[src/rtl/matrix_slot_writer.sv]
// rtl/matrix_slot_writer.sv - responder that stores one matrix per transaction into its BRAM slot
//
// Ports:
//   clk, rst              system clock, synchronous active-high reset
//   write_request/ready   request handshake; id/rows/cols/name sampled on acceptance
//   write_matrix_id       target slot (base address = id*BLOCK_SIZE)
//   write_rows/cols       matrix shape; element count = rows*cols
//   write_name[0:7]       8-byte name stored in header words 1 and 2
//   write_data/valid      row-major element beats, transfer on valid && writer_ready
//   writer_ready          high while beats are being accepted
//   write_done            one-cycle pulse after the header commit
//   write_error           one-cycle pulse when a request is rejected
//   bram_wr_en/addr/data  BRAM write port
//
// Slot layout: word0 = {id, rows, cols, 7'b0, valid}, word1/word2 = name bytes,
// words HDR_WORDS.. = data. Word0 is cleared first and rewritten with valid=1
// last, so a scanner never sees a half-written matrix as valid.

module matrix_slot_writer #(
  parameter int BLOCK_SIZE = 1152,
  parameter int DATA_WIDTH = 32,
  parameter int ADDR_WIDTH = 14,
  parameter int HDR_WORDS  = 3
) (
  input  logic                  clk,
  input  logic                  rst,
  input  logic                  write_request,
  output logic                  write_ready,
  input  logic [2:0]            write_matrix_id,
  input  logic [7:0]            write_rows,
  input  logic [7:0]            write_cols,
  input  logic [7:0]            write_name [0:7],
  input  logic [DATA_WIDTH-1:0] write_data,
  input  logic                  write_data_valid,
  output logic                  writer_ready,
  output logic                  write_done,
  output logic                  write_error,
  output logic                  bram_wr_en,
  output logic [ADDR_WIDTH-1:0] bram_wr_addr,
  output logic [DATA_WIDTH-1:0] bram_wr_data
);

  localparam logic [63:0] ADDR_SPAN  = 64'd1 << ADDR_WIDTH;
  localparam logic [63:0] MAX_ELEMS  = 64'(BLOCK_SIZE - HDR_WORDS);
  localparam logic [63:0] BLOCK_SZ64 = 64'(BLOCK_SIZE);
  localparam logic [63:0] HDR64      = 64'(HDR_WORDS);

  typedef enum logic [3:0] {
    S_IDLE, S_CHECK, S_INVAL, S_DATA, S_NAME0, S_NAME1, S_COMMIT, S_DONE, S_ERR
  } state_t;

  state_t                state;
  logic [2:0]            id_q;
  logic [7:0]            rows_q;
  logic [7:0]            cols_q;
  logic [7:0]            name_q [0:7];
  logic [15:0]           total_q;
  logic [15:0]           elem_cnt;
  logic [ADDR_WIDTH-1:0] base_q;

  logic [15:0]           total_c;
  logic [63:0]           base_c;
  logic [63:0]           last_c;
  logic                  req_bad;
  logic [ADDR_WIDTH-1:0] data_addr_c;
  logic                  beat_accept;

  // Validation runs on the latched request during CHECK. Address arithmetic
  // is done wide so the overflow guard itself cannot wrap.
  always_comb begin
    total_c     = {8'd0, rows_q} * {8'd0, cols_q};
    base_c      = 64'(id_q) * BLOCK_SZ64;
    last_c      = base_c + HDR64 + 64'(total_c) - 64'd1;
    req_bad     = (rows_q == 8'd0) || (cols_q == 8'd0) ||
                  (64'(total_c) > MAX_ELEMS) || (last_c >= ADDR_SPAN);
    data_addr_c = base_q + ADDR_WIDTH'(HDR_WORDS) + ADDR_WIDTH'(elem_cnt);
    beat_accept = write_data_valid && writer_ready;
  end

  always_ff @(posedge clk) begin
    if (rst) begin
      state        <= S_IDLE;
      write_ready  <= 1'b1;
      writer_ready <= 1'b0;
      write_done   <= 1'b0;
      write_error  <= 1'b0;
      bram_wr_en   <= 1'b0;
      bram_wr_addr <= '0;
      bram_wr_data <= '0;
      elem_cnt     <= '0;
      total_q      <= '0;
      base_q       <= '0;
      id_q         <= '0;
      rows_q       <= '0;
      cols_q       <= '0;
      for (int i = 0; i < 8; i++) name_q[i] <= '0;
    end else begin
      bram_wr_en  <= 1'b0;
      write_done  <= 1'b0;
      write_error <= 1'b0;

      case (state)
        S_IDLE: begin
          // Ready re-rises one cycle after DONE/ERR hands control back here.
          write_ready <= 1'b1;
          if (write_request && write_ready) begin
            id_q        <= write_matrix_id;
            rows_q      <= write_rows;
            cols_q      <= write_cols;
            for (int i = 0; i < 8; i++) name_q[i] <= write_name[i];
            write_ready <= 1'b0;
            state       <= S_CHECK;
          end
        end

        S_CHECK: begin
          elem_cnt <= '0;
          total_q  <= total_c;
          base_q   <= ADDR_WIDTH'(base_c);
          if (req_bad) begin
            write_error <= 1'b1;
            state       <= S_ERR;
          end else begin
            // Invalidate the header first; beats may already transfer
            // in the same cycle this write is presented.
            bram_wr_en   <= 1'b1;
            bram_wr_addr <= ADDR_WIDTH'(base_c);
            bram_wr_data <= '0;
            writer_ready <= 1'b1;
            state        <= S_INVAL;
          end
        end

        S_INVAL, S_DATA: begin
          if (state == S_INVAL) state <= S_DATA;
          if (beat_accept) begin
            bram_wr_en   <= 1'b1;
            bram_wr_addr <= data_addr_c;
            bram_wr_data <= write_data;
            elem_cnt     <= elem_cnt + 16'd1;
            if (elem_cnt == total_q - 16'd1) begin
              writer_ready <= 1'b0;
              state        <= S_NAME0;
            end
          end
        end

        S_NAME0: begin
          bram_wr_en   <= 1'b1;
          bram_wr_addr <= base_q + ADDR_WIDTH'(1);
          bram_wr_data <= DATA_WIDTH'({name_q[0], name_q[1], name_q[2], name_q[3]});
          state        <= S_NAME1;
        end

        S_NAME1: begin
          bram_wr_en   <= 1'b1;
          bram_wr_addr <= base_q + ADDR_WIDTH'(2);
          bram_wr_data <= DATA_WIDTH'({name_q[4], name_q[5], name_q[6], name_q[7]});
          state        <= S_COMMIT;
        end

        S_COMMIT: begin
          bram_wr_en   <= 1'b1;
          bram_wr_addr <= base_q;
          bram_wr_data <= DATA_WIDTH'({5'd0, id_q, rows_q, cols_q, 7'd0, 1'b1});
          state        <= S_DONE;
        end

        S_DONE: begin
          write_done <= 1'b1;
          state      <= S_IDLE;
        end

        S_ERR: begin
          write_ready <= 1'b1;
          state       <= S_IDLE;
        end

        default: state <= S_IDLE;
      endcase
    end
  end

endmodule
[config.mk]
export PLATFORM = sky130hd
export DESIGN_NAME = matrix_slot_writer
export DESIGN_NICKNAME = d
export VERILOG_FILES = /design/src/rtl/matrix_slot_writer.sv
export SDC_FILE = /design/constraint.sdc
export NUM_CORES = 1
export LEC_CHECK = 0
export ABC_AREA = 1
export ABC_CLOCK_PERIOD_IN_PS = 5450
export BUFFER_PORTS_ARGS = -buffer_cell sky130_fd_sc_hd__buf_2
export CAP_MARGIN = 20
export CORE_MARGIN = 4
export CORE_UTILIZATION = 50
export CTS_CLUSTER_DIAMETER = 30
export DETAILED_ROUTE_END_ITERATION = 7
export PLACE_DENSITY = 0.71
export SLEW_MARGIN = 20
export SYNTH_ARGS = -nofsm -noshare
export SYNTH_HDL_FRONTEND = slang
export SYNTH_SLANG_ARGS = --single-unit
[constraint.sdc]
create_clock -name clk -period 5.45 [get_ports clk]
set_clock_uncertainty 0.1 [all_clocks]
set_input_delay 0.545 -clock clk [delete_from_list [all_inputs] [get_ports clk]]
set_output_delay 0.545 -clock clk [all_outputs]
set_load 0.01 [all_outputs]
; Word level (Yosys, flattened, before mapping)
; Memory sizes are Yosys's and may differ from the RTL's.
; Index checks and enable logic that the tools add are counted.
[totals]
reg_bits = 113
latchBits = 0
mem_bits_rw = 64
rom_bits = 0
inputBits = 119
out_inout_bits = 51
memories = 1
[op_classes]
n_addsub = 9
multipliers = 2
div = 0
order_cmp = 2
n_eq_ne = 13
shift = 0
muxes = 39
bitwise = 9
reduce_logical = 18
[mem_list]
columns = memory, words, width, read_ports, rd_clocked_by_memory_dff, write_ports, line
row1 = name_q, 8, 8, 8, 0, 8, 56  ; logic [7:0] name_q [0:7];
[op_table]
columns = cell, n
row1 = $pmux W32 S5, 1
row2 = $pmux W14 S5, 1
row3 = $ge A64 B15 Y1 const B, 1
row4 = $mux W32, 2
row5 = $mux W8, 8
row6 = $pmux W16 S2, 1
row7 = $add A14 B2 Y14 const B, 2
row8 = $mux W14, 2
row9 = $pmux W4 S6, 1
row10 = $mux W4, 5
row11 = $sub A17 B1 Y18 const B, 1
row12 = $add A15 B16 Y17, 1
row13 = $add A16 B1 Y16 const B, 1
row14 = $eq A16 B16 Y1, 1
row15 = $eq A4 B3 Y1 const B, 4
row16 = $gt A16 B11 Y1 const B, 1
row17 = $logic_not A8 Y1, 2
row18 = $mul A8 B8 Y16, 1
row19 = $mux W16, 1
row20 = $sub A16 B1 Y16 const B, 1
row21 = $add A14 B2 Y15 const B, 1
row22 = $add A14 B1 Y14 const B, 1
row23 = $add A14 B14 Y14, 1
row24 = $mux W1, 14
row25 = 19 further kinds, 37

; Logic depth before layout (Yosys ltp)
; Gate-level depths: netlist (run 1).
[logic_depth]
depth_word = 8
mapped_depth = 27
ltp_nobuf = 25

; Worst setup path before layout (run 1)
; OpenSTA, ideal clock, no wires.
[synth_timing]
kind = reg-to-reg
start = register rows_q[0]
end = register bram_wr_addr[13]
setup_time_ns = 0.113
t_arrival_ns = 4.404
slack_ns = 0.832
path_stages_with_launch = 24
cell_sequence = dfxtp_1 > clkbuf_1 > nand2_1 > fa_1 > fa_1 > inv_1 > fa_1 > inv_1 > fa_1 > inv_1 > ha_1 > nand2_1 > nor2_1 > nand3_1 > nand3_1 > nand2_1 > nand2_1 > nand2_1 > nor2_2 > nand4_2 > buf_6 > buf_6 > a21oi_2 > nor2_1
[synth_via]
elab_chain_cells = 7
word_cells_on_any_way = 11
[synth_rtl]
columns = item, line
row1 = "start, declared", 54  ; logic [7:0] rows_q;
row2 = "start signal, assigned", 108  ; rows_q <= write_rows;
row3 = $mul A8 B8 Y16, 71  ; total_c = {8'd0, rows_q} * {8'd0, cols_q};
row4 = $add A15 B16 Y17, 73  ; last_c = base_c + HDR64 + 64'(total_c) - 64'd1;
row5 = $sub A17 B1 Y18, 73
row6 = $ge A64 B15 Y1, 75  ; (64'(total_c) > MAX_ELEMS) || (last_c >= ADDR_SPAN);
row7 = $logic_or A1 B1 Y1 *, 75
row8 = $ne A2 B2 Y1 (no source line) *, -
row9 = $reduce_and A3 Y1 (no source line) *, -
row10 = "end signal, assigned", 127  ; bram_wr_addr <= ADDR_WIDTH'(base_c);
row11 = "end signal, assigned", 138  ; bram_wr_addr <= data_addr_c;
row12 = "end signal, assigned", 150  ; bram_wr_addr <= base_q + ADDR_WIDTH'(1);
row13 = "end, declared", 39  ; output logic [ADDR_WIDTH-1:0] bram_wr_addr,
; Every way passes the cells marked *; elsewhere a longest branch is shown, timed or not.
; A chain may end at the register's enable or synchronous reset.

; Worst setup path in the final report (run 1)
[layout_timing]
start = register rows_q[1]
end = register bram_wr_addr[4]
; Same word-level chain as after synthesis.

==> results of run 1 <==
## final timing paths
kind | from | cells past startpoint | endpoint
setup / recovery | rows_q[1] | 22 | bram_wr_addr[4]
hold / removal | write_rows[5] | 3 | rows_q[5]
setup reg to reg | rows_q[1] | 22 | bram_wr_addr[4]
hold reg to reg | bram_wr_data[2] | 2 | bram_wr_data[2]
## metrics by stage
stage	hold WS (ns)	setup TNS, ns	worst slack, ns	total power [uW]
floorplan	0.3419	0	0.8323	2569
global placement	0.3636	0	0.4183	2886
detailed placement	0.3707	0	0.2806	2921
CTS	0.2596	0	0.2490	4213
global route	0.2766	-0.006307	-0.006307	4464
finish	0.2772	0	0.5064	4192
## what timing repair did
item	in CTS	in global routing
buffers inserted	0	2
endpoints found under the setup margin	0	31
resized for setup	0	2
## power breakdown
part	total [uW]	switching, uW	internal, uW
combinational	1170	776	397
sequential	1720	134	1590
clock	1300	647	648
total	4190	1560	2640
## critical path: cells and delay by family (launching register included)
kind | cells | cell delay, ns
adder cells (fa/ha/maj) | 5 | 2.46
buffers and inverters | 4 | 0.38
flip-flops | 1 | 0.51
AND/OR/NAND/NOR | 13 | 1.40
## registers in the layout, summed over array words and instances (netlist names)
name,count
bram_wr_data,32
write_done,1
cols_q,8
writer_ready,1
base_q,3
bram_wr_addr,14
write_ready,1
name_q,64
write_error,1
state,4
rows_q,8
bram_wr_en,1
total_q,16
id_q,3
elem_cnt,16
## cell type report
cell class	instances	area [sq um]
clock buffer	17	425.4
tap	280	350.3
multi-input combinational	962	5381
clock inverter	15	222.7
sequential	173	4106
fill	2075	9056
inverter	331	1242
timing repair buffer	184	970.9
## per-layer routing
| layer | global-route usage | up-vias |
|---|---|---|
| li1 | - | 5053 |
| met1 | 0.3209 | 4581 |
| met5 | 0 | - |
| met3 | 0.04148 | 40 |
| met2 | 0.3802 | 302 |
| met4 | 0.06240 | 2 |
## cells in the final DEF, fill, tap and decap left out, drive strengths merged, types with 5 or more instances in the layout
master | synthesis | routed
o2111ai | 20 | 20
clkinv | 2 | 8
fa | 36 | 36
xnor2 | 5 | 5
a211oi | 5 | 5
dfxtp | 109 | 109
a21oi | 83 | 83
o22ai | 30 | 30
clkbuf | 43 | 17
nand2 | 378 | 378
nor2 | 164 | 164
nor3 | 11 | 11
xor2 | 13 | 13
nand3 | 108 | 108
buf | 24 | 184
edfxtp | 64 | 64
nand3b | 7 | 7
nand4 | 13 | 13
ha | 45 | 45
inv | 329 | 338
o21ai | 32 | 32
## logic make-up (layout without fill, tap and decap cells)
family | count (synthesis) | count (layout) | share of synthesized area
xor+xnor | 18 | 18 | 0.01500
fa+ha+maj | 81 | 81 | 0.1166
simple gates | 687 | 687 | 0.2578
buf+inv | 398 | 547 | 0.1404
compound gates | 176 | 176 | 0.09741
flops | 173 | 173 | 0.3728
==> summary.txt, run 1 <==
Power
  • Leak pwr: 0.006725 uW
  • Max VDD drop: ~0.24 mV
  • PwrDens: 330.1 nW/um^2

Min path
  • Min-delay worst type: in2reg

Place
  • I/O Buffers: 169
  • Placed cell area: 12030 sq um
  • Gpl congestion: 0.9124
  • Placed cell count: 1928
  • Hpwl dp: 20.96 mm

Clock network
  • Hold_buf cts: 0
  • Worst-Skew Late Latency: 0.43 ns
  • H-tree levels: 4
  • CTS buffer count: 17
  • Clk root buf: clkbuf_16
  • Total clock sinks: 173
  • Clock transition at the registers of the reported paths: 0.08 ns
  • Clock Path Buffers: 2
  • CTS tree: built

Route
  • Iteration-0 DRC Markers: 603
  • Top routing layer used: met5
  • Wl on met1: 12.79 mm
  • Routed WL per cell: 14.24 microns
  • Metal3 WL: 1.586 mm
  • ANT nets after route: 0
  • Detailed Route WL: 27.95 mm
  • DRC Markers: 0
  • Vias post-DR: 9978
  • Via-to-Cell Ratio: just over 5
  • Pre-antenna DRT Iters: 5
  • Met2 wire length: 13.12 mm

Final layout
  • Non-filler cells, final: slightly below 2000
  • Final design utilization: 0.5837
  • Design Area, Final: between 10000 and 15000 sq um
  • Share of layout cells above drive strength 1: 0.1480
  • Nets: 1869
  • Ant. Diodes: 0
  • Area delta synth->final: 15.37%

Global route
  • Maximum number of pins on one net before global-route repair: 78
  • Vias in the first global route: 9652
  • Initial antenna violation count: 1
  • Overflow after GRT: 0
  • Overall Global Routing Usage: 0.2328
  • First-pass GRT wire length: 46.46 mm

Worst setup path
  • Required time of the critical path: roughly 5.7 ns
  • Flop-to-flop setup slack: 0.51 ns
  • Top cell by count, worst path: nand2_1
  • Slowest cell on the critical path: fa_1
  • Startpoint types: flip-flop
  • Worst path max stage delay: 0.55 ns
  • Crit Path Max Fanout: 48
  • Worst path arrival time: 5.20 ns
  • Kind of critical path: reg2reg
  • Setup crit end kind: flip-flop
  • Cell-by-cell trace of the critical path: nand2_1 -> fa_1 -> fa_1 -> inv_1 -> fa_1 -> inv_1 -> fa_1 -> inv_1 -> ha_1 -> nand2_1 -> nor2_1 -> nand3_1 -> nand3_1 -> nand2_1 -> nand2_1 -> nand2_1 -> nor2_2 -> nand4_4 -> buf_12 -> nand3_1 -> nand2_1 -> nor2_1

Die
  • Site Rows: between 50 and 60
  • Io pins: 170
  • DIE AREA: 24450 sq um
  • Starting density of the core: 0.5060
  • Total core area: 21760 sq um
  • Die Ht: 156.4 microns
  • Die W: roughly 160 microns

Yosys
  • Post-synthesis sequential area ratio: 0.3728
  • Mapped Area: 11010 sq um
  • Seq cells post-synth: 173
  • Top_reg_cell synth: dfxtp_1
  • YS warnings: 0
  • Most common cell in the synthesized netlist: nand2_1
  • Largest area contributor in the netlist: dfxtp_1
  • Post-synth cell types: 42
  • Synth top area share: 0.1982
  • Asr flop ratio synth: 0
  • Synthesized area per cell: 7.181 sq um
  • Commonest cells post-synth: nand2_1 (375), inv_1 (324), nor2_1 (160), dfxtp_1 (109), nand3_1 (108)
  • Synth Net Count: approximately 1700
  • Synth Instances: 1533
  • Number of flops mapped to enable cells by yosys: 64
  • Synth area leaders: dfxtp_1 (20%), edfxtp_1 (17%), nand2_1 (13%)

STA
  • Slew headroom: 0.3131
  • Final Critical Period: 4.944 ns
  • Final setup viols: 0
  • Fin crit share: 0.9071
  • F_max: 0.2023 GHz
  • Max-slew violations: 0
  • Final hold vios: 0
  • Worst slew pin tran: between 1 and 1.5 ns

Flow run
  • Max-Cap Viols: 0

Outcome
  • Status: finished, final reports clean
Power figures use the tool's default switching activity.
==> run 2: changes to the inputs <==
--- a/config.mk
+++ b/config.mk
@@ -14,6 +14,7 @@
 export CTS_CLUSTER_DIAMETER = 30
 export DETAILED_ROUTE_END_ITERATION = 7
 export PLACE_DENSITY = 0.71
+export REMOVE_ABC_BUFFERS = 1
 export SLEW_MARGIN = 20
 export SYNTH_ARGS = -nofsm -noshare
 export SYNTH_HDL_FRONTEND = slang
==> run 2 against run 1 <==
Final area is 0.70% lower; sequential power is essentially flat; hold slack about the same; power down 2.6%; flip-flop and latch count did not move; clock power decreased by 7%; non-clock buffer count decreased by 4; final cell count shrank 0.20%; fmax rose by 0.87%; utilization down 0.41 points; via count decreased by 1.2%.
==> summary.txt, run 2 (synthesized netlist as in run 1, its figures left out) <==
Outcome
  • Status: finished, final reports clean

Route
  • Vias post-DR: 9858
  • Iteration-0 DRC Markers: 574
  • Routed WL per cell: ~14 microns
  • DRC Markers: 0
  • Via-to-Cell Ratio: 5.035
  • Detailed Route WL: between 20 and 30 mm
  • Pre-antenna DRT Iters: 4
  • ANT nets after route: 0

Final layout
  • Largest regs: name_q x64, bram_wr_data x32
  • Sequential cell area: roughly 4100 sq um
  • Share of layout cells above drive strength 1: 0.1454
  • Area of the multi-input gates: about 5400 sq um
  • Ant. Diodes: 0
  • Design Area, Final: 12610 sq um
  • Nets: 1865
  • Final design utilization: 0.5797
  • Largest register by flop count: name_q
  • Largest register FFs: 64
  • Commonest non-fill, non-tap cell in the layout: nand2_1
  • Number of fill cells: 2073
  • Area delta synth->final: 14.56%
  • Commonest non-fill, non-tap cells in the layout: nand2_1 (375), inv_1 (323), buf_2 (169), nor2_1 (159)

Power
  • Net Sw Frac: 0.3648
  • Total Power: 4084 uW
  • Max VDD drop: 0.2152 mV
  • Leak pwr: 0.006684 uW
  • Internal: 2594 uW
  • Net Switching: 1490 uW
  • PwrDens: about 320 nW/um^2
  • Clock share of power: 0.296
  • Comb power frac: 0.281
  • Reg power frac: 0.423

Global route
  • Initial antenna violation count: 1
  • Overflow after GRT: 0
  • First-pass GRT wire length: 45.51 mm
  • Overall Global Routing Usage: 0.2268
  • Vias in the first global route: 9676
  • Maximum number of pins on one net before global-route repair: 84

STA
  • Worst hold slack: around 0.28 ns
  • Fin crit share: 0.8992
  • Unrepaired setup endpoints after global routing: false
  • Final setup viols: 0
  • Slew headroom: 0.3222
  • F_max: 0.2041 GHz
  • Max-slew violations: 0
  • Final hold vios: 0
  • Worst slew pin tran: 1.017 ns
  • Final Critical Period: a little under 5 ns
  • Final WS setup: 0.5493 ns

Die
  • Die Ht: 156.4 microns
  • Die W: 156.4 microns
  • Io pins: 170
  • Total core area: around 22000 sq um
  • Site Rows: 54
  • DIE AREA: 24450 sq um
  • Starting density of the core: 0.5060

Worst setup path
  • Kind of critical path: reg2reg
  • Setup crit end kind: flip-flop
  • Worst r2r src: rows_q[0]
  • Cell-by-cell trace of the critical path: nand2_1 -> fa_1 -> fa_1 -> inv_1 -> fa_1 -> inv_1 -> fa_1 -> inv_1 -> ha_1 -> nand2_1 -> nor2_1 -> nand2_1 -> nand2_2 -> nor2_1 -> nand3b_1 -> nor2_2 -> nand4_4 -> buf_12 -> nand3_1 -> nand2_1 -> nor2_1
  • Startpoint types: flip-flop
  • Worst path max stage delay: 0.55 ns
  • Worst path arrival time: ~5.2 ns
  • Required time of the critical path: approximately 5.7 ns
  • Crit Path Max Fanout: 55
  • Critical Path Start: rows_q[0]
  • Slowest cell on the critical path: fa_1

Place
  • Hpwl dp: between 20 and 25 mm
  • Gpl congestion: 0.9205
  • Placed cell area: 12010 sq um
  • I/O Buffers: 169
  • Place WS: 0.3564 ns

Min path
  • Min-delay worst type: in2reg
  • Hold path start: write_rows[7]

Clock network
  • Worst-Skew Late Latency: approximately 0.43 ns
  • Clk root buf: clkbuf_16
  • Clock Path Buffers: 2
  • CTS tree: built
  • Clock transition at the registers of the reported paths: 0.07 ns
  • Hold_buf cts: 0
  • H-tree levels: 4
  • Total clock sinks: 173
  • CTS buffer count: 17

Flow run
  • Max-Cap Viols: 0
-- run 2: path summary, 6_finish.rpt --
| check | to | slack (ns) | cells after the start |
|---|---|---|---|
| worst min register to register | bram_wr_data[18] | 0.38 | 2 |
| worst max-delay path | bram_wr_addr[2] | 0.55 | 21 |
| worst max register to register | bram_wr_addr[2] | 0.55 | 21 |
| worst min-delay path | rows_q[7] | 0.28 | 3 |
-- run 2: final cells by class --
cell class / count / area share
clock inverters: 15 / 0.01310
well taps: 280 / 0.02778
inverters: 331 / 0.09852
clock buffers: 17 / 0.03373
flip-flops and latches: 173 / 0.3255
repair buffers: 180 / 0.07461
multi-input cells: 962 / 0.4267
-- run 2: repair_timing --
item | 4_1_cts | 5_1_grt
resized for setup | 0 | 1
setup endpoints to repair | 0 | 19
buffers inserted | 0 | 1
-- run 2: per-stage QoR --
stage,TNS (ns),std cells
5_1_grt,0,1958
4_1_cts,0,1957
3_5_place_dp,0,1925
3_3_place_gp,0,1925
6_report,0,1958
2_1_floorplan,-121.17,1466
-- run 2: metal layers --
layer	part of all wire	vias up	global-route usage	routed length [microns]
met3	0.061	43	0.04535	1654
met4	0.020	2	0.07025	538
met5	0.00029	-	0	8
met2	0.47	278	0.3806	12670
li1	-	5052	-	-
met1	0.45	4483	0.2967	12360
-- run 2: power groups by stage --
| stage | sequential [uW] | clock [uW] | combinational, uW |
|---|---|---|---|
| 2_1_floorplan | 1760 | 0 | 769 |
| 3_3_place_gp | 1750 | 0 | 1120 |
| 3_5_place_dp | 1760 | 0 | 1140 |
| 4_1_cts | 1730 | 1230 | 1150 |
| 5_1_grt | 1760 | 1270 | 1300 |
| 6_report | 1730 | 1210 | 1150 |
-- run 2: worst max-delay path, delay by kind of cell, from the launching register on --
| family | cells | cell delay (ns) |
|---|---|---|
| buf+inv | 4 | 0.36 |
| simple gates | 12 | 1.36 |
| fa+ha+maj | 5 | 2.46 |
| flops | 1 | 0.49 |
==> run 3: changes to the inputs <==
--- a/config.mk
+++ b/config.mk
@@ -5,10 +5,8 @@
 export SDC_FILE = /design/constraint.sdc
 export NUM_CORES = 1
 export LEC_CHECK = 0
-export ABC_AREA = 1
 export ABC_CLOCK_PERIOD_IN_PS = 5450
 export BUFFER_PORTS_ARGS = -buffer_cell sky130_fd_sc_hd__buf_2
-export CAP_MARGIN = 20
 export CORE_MARGIN = 4
 export CORE_UTILIZATION = 50
 export CTS_CLUSTER_DIAMETER = 30
==> run 3 against run 2 <==
Combinational power fell by 27%; register-to-register slack lost 0.33 ns; flip-flop and latch count is the same; utilization grew 2.7 points; power is 10% lower; highest routed layer unchanged; critical endpoint is now bram_wr_data[17]; routed wire length fell by 2.6%; final cell count is 23% lower; clock power about the same; critical path type unchanged; non-clock buffer count up 34; area after synthesis decreased by 6.8%; via count down 15%; largest cell class unchanged; synthesized cell count decreased by 29%.
==> summary.txt, run 3 <==
Outcome
  • Status: finished, final reports clean

Yosys
  • Number of flops mapped to enable cells by yosys: 64
  • Asr flop ratio synth: 0
  • Most common cell in the synthesized netlist: dfxtp_1
  • Synth top area share: 0.2128
  • Top_reg_cell synth: dfxtp_1
  • YS warnings: 0
  • Synthesized area per cell: 9.479 sq um
  • Mapped Area: between 10000 and 15000 sq um
  • Synth Instances: 1082
  • Synth area leaders: dfxtp_1 (21%), edfxtp_1 (19%), fa_1 (7.0%)
  • Commonest cells post-synth: dfxtp_1 (109), and2_1 (105), nand2_1 (98), a21oi_1 (86), clkbuf_1 (65)
  • Post-synth cell types: 72
  • Post-synthesis sequential area ratio: 0.4001
  • Largest area contributor in the netlist: dfxtp_1
  • Seq cells post-synth: ~170

Worst setup path
  • Worst path max stage delay: 0.53 ns
  • Kind of critical path: reg2reg
  • Top cell by count, worst path: fa_1
  • Worst path arrival time: 5.49 ns
  • Worst path top cell family by delay: adder cells
  • Slowest cell on the critical path: fa_1
  • Flop-to-flop setup slack: ~0.22 ns
  • Buf/Inv on CP: 6
  • Cell-by-cell trace of the critical path: buf_4 -> and2_1 -> fa_1 -> fa_1 -> fa_1 -> inv_1 -> fa_1 -> inv_1 -> ha_4 -> o211a_1 -> o21ai_0 -> or2_1 -> o31a_1 -> nor4bb_2 -> buf_4 -> a31o_4 -> a21oi_4 -> buf_12 -> clkbuf_16 -> o2bb2ai_1
  • Required time of the critical path: 5.70 ns
  • Crit Path Max Fanout: 14
  • Setup crit end kind: flip-flop
  • Startpoint types: flip-flop

STA
  • Max-slew violations: 0
  • F_max: 0.1911 GHz
  • Worst slew pin tran: approximately 0.87 ns
  • Slew headroom: 0.4223
  • Fin crit share: 0.9602
  • Final hold vios: 0
  • Final setup viols: 0
  • Final Critical Period: 5.233 ns
  • Setup TNS: 0 ns
  • Worst hold slack: 0.2345 ns

Flow run
  • Max-Cap Viols: 0

Final layout
  • Largest register FFs: 64
  • Commonest non-fill, non-tap cells in the layout: buf_2 (169), and2_1 (105), dfxtp_1 (100), nand2_1 (98), a21oi_1 (83)
  • Area delta synth->final: 19.59%
  • Largest register by flop count: name_q
  • Nets: 1434
  • Largest regs: name_q x64, bram_wr_data x32
  • Number of fill cells: 1687
  • Commonest non-fill, non-tap cell in the layout: buf_2
  • Share of layout cells above drive strength 1: 0.2310
  • Ant. Diodes: 0

Clock network
  • Clock Path Buffers: 2
  • Clock transition at the registers of the reported paths: 0.08 ns
  • Hold_buf cts: 0
  • H-tree levels: 4
  • Clk root buf: clkbuf_16
  • Total clock sinks: approximately 170
  • CTS buffer count: 17
  • Worst-Skew Late Latency: 0.44 ns
  • CTS tree: built

Route
  • Detailed Route WL: around 27 mm
  • Routed WL per cell: 17.49 microns
  • Metal3 WL: between 1.5 and 2 mm
  • Met2 wire length: 12.73 mm
  • Iteration-0 DRC Markers: 511
  • DRC Markers: 0
  • Pre-antenna DRT Iters: 5
  • ANT nets after route: 0
  • Wl on met1: approximately 12 mm
  • Top routing layer used: met5
  • Vias post-DR: 8427
  • Via-to-Cell Ratio: 5.555

Power
  • Leak pwr: 0.005225 uW
  • Max VDD drop: 0.2248 mV
  • Total Power: 3661 uW
  • PwrDens: 298.5 nW/um^2

Die
  • Site Rows: 52
  • Starting density of the core: 0.5069
  • Die Ht: 151.2 microns
  • Io pins: 170
  • Total core area: 20230 sq um
  • Die W: 151.2 microns
  • DIE AREA: 22870 sq um

Global route
  • Initial antenna violation count: 1
  • Vias in the first global route: 8297
  • Overflow after GRT: 0
  • Maximum number of pins on one net before global-route repair: between 60 and 70
  • Overall Global Routing Usage: 0.2302
  • First-pass GRT wire length: between 40 and 50 mm

Place
  • Gpl congestion: 0.8882
  • I/O Buffers: approximately 170
  • Hpwl dp: 18.90 mm

Min path
  • Min-delay worst type: in2reg
==> run 3: changes by cell type after synthesis, moves of 24 or more <==
cell       delta
o22ai_1      -30
nor2_1      -108
inv_1       -263
o2bb2ai_1    +29
nand3_1      -97
and2_1      +105
nand2_1     -277
xnor2_1      +29
a22o_1       +24
==> run 3: path summary, 6_finish.rpt <==
path,start,endpoint,depth (start not counted)
hold reg to reg,bram_wr_data[30],bram_wr_data[30],1
setup reg to reg,rows_q[4],bram_wr_data[17],20
hold / removal,write_cols[1],cols_q[1],3
setup / recovery,rows_q[4],bram_wr_data[17],20
==> run 3: power by group <==
part / internal, uW / switching, uW / leakage (uW)
logic: 352 / 483 / 0.00336
registers: 1500 / 93.8 / 0.00157
clock network: 624 / 605 / 0.000292
==> run 3: cells by family after synthesis <==
| group | Yosys count | share of synthesized area |
|---|---|---|
| flip-flops | 173 | 0.4001 |
| AND/OR/NAND/NOR | 367 | 0.1887 |
| multiplexers | 3 | 0.003050 |
| AO/OA/AOI/OAI | 266 | 0.1837 |
| buffers and inverters | 142 | 0.05648 |
| XOR/XNOR | 50 | 0.04270 |
| adder cells (fa/ha/maj) | 81 | 0.1252 |
==> run 3: worst reg2reg max path, stage by stage, from the launching register on <==
cell and delay (ns):
dfxtp_1 0.34, buf_4 0.18, and2_1 0.17, fa_1 0.40, fa_1 0.53, fa_1 0.51
inv_1 0.06, fa_1 0.52, inv_1 0.06, ha_4 0.28, o211a_1 0.16, o21ai_0 0.08
or2_1 0.26, o31a_1 0.31, nor4bb_2 0.17, buf_4 0.15, a31o_4 0.26, a21oi_4 0.16
buf_12 0.15, clkbuf_16 0.18, o2bb2ai_1 0.13
==> run 3: routing by layer <==
layer  GRT usage  vias to the layer above
li1            -                     4142
met1      0.3035                     4013
met2      0.3736                      240
met3     0.05955                       30
met4     0.06845                        2
met5           0                        -
==> run 3: cell type report <==
class	count	area, sq um	area share
clock buffers	17	425.4	0.03468
well taps	270	337.8	0.02754
repair buffers	214	1276	0.1040
flip-flops and latches	173	4115	0.3355
clock inverters	15	190.2	0.01551
multi-input cells	767	5692	0.4640
inverters	61	229.0	0.01867
==> run 3: through the flow <==
step / util / std cells / setup WS [ns] / instance area, sq um
6_report: 0.6062 / 1517 / 0.2170 / 12270
5_1_grt: 0.6062 / 1517 / -0.06624 / 12270
4_1_cts: 0.5965 / 1512 / 0.04080 / 12070
3_5_place_dp: 0.5660 / 1480 / -0.01576 / 11450
3_3_place_gp: 0.5660 / 1480 / 0.1428 / 11450
2_1_floorplan: - / 1001 / -0.6658 / 9906
==> run 3: repair_timing <==
| item | 4_1_cts | 5_1_grt |
|---|---|---|
| buffers inserted | 0 | 2 |
| endpoints found under the setup margin | 6 | 47 |
| gates resized for setup | 1 | 18 |
| cloned | 0 | 2 |
| pin swaps | 0 | 4 |
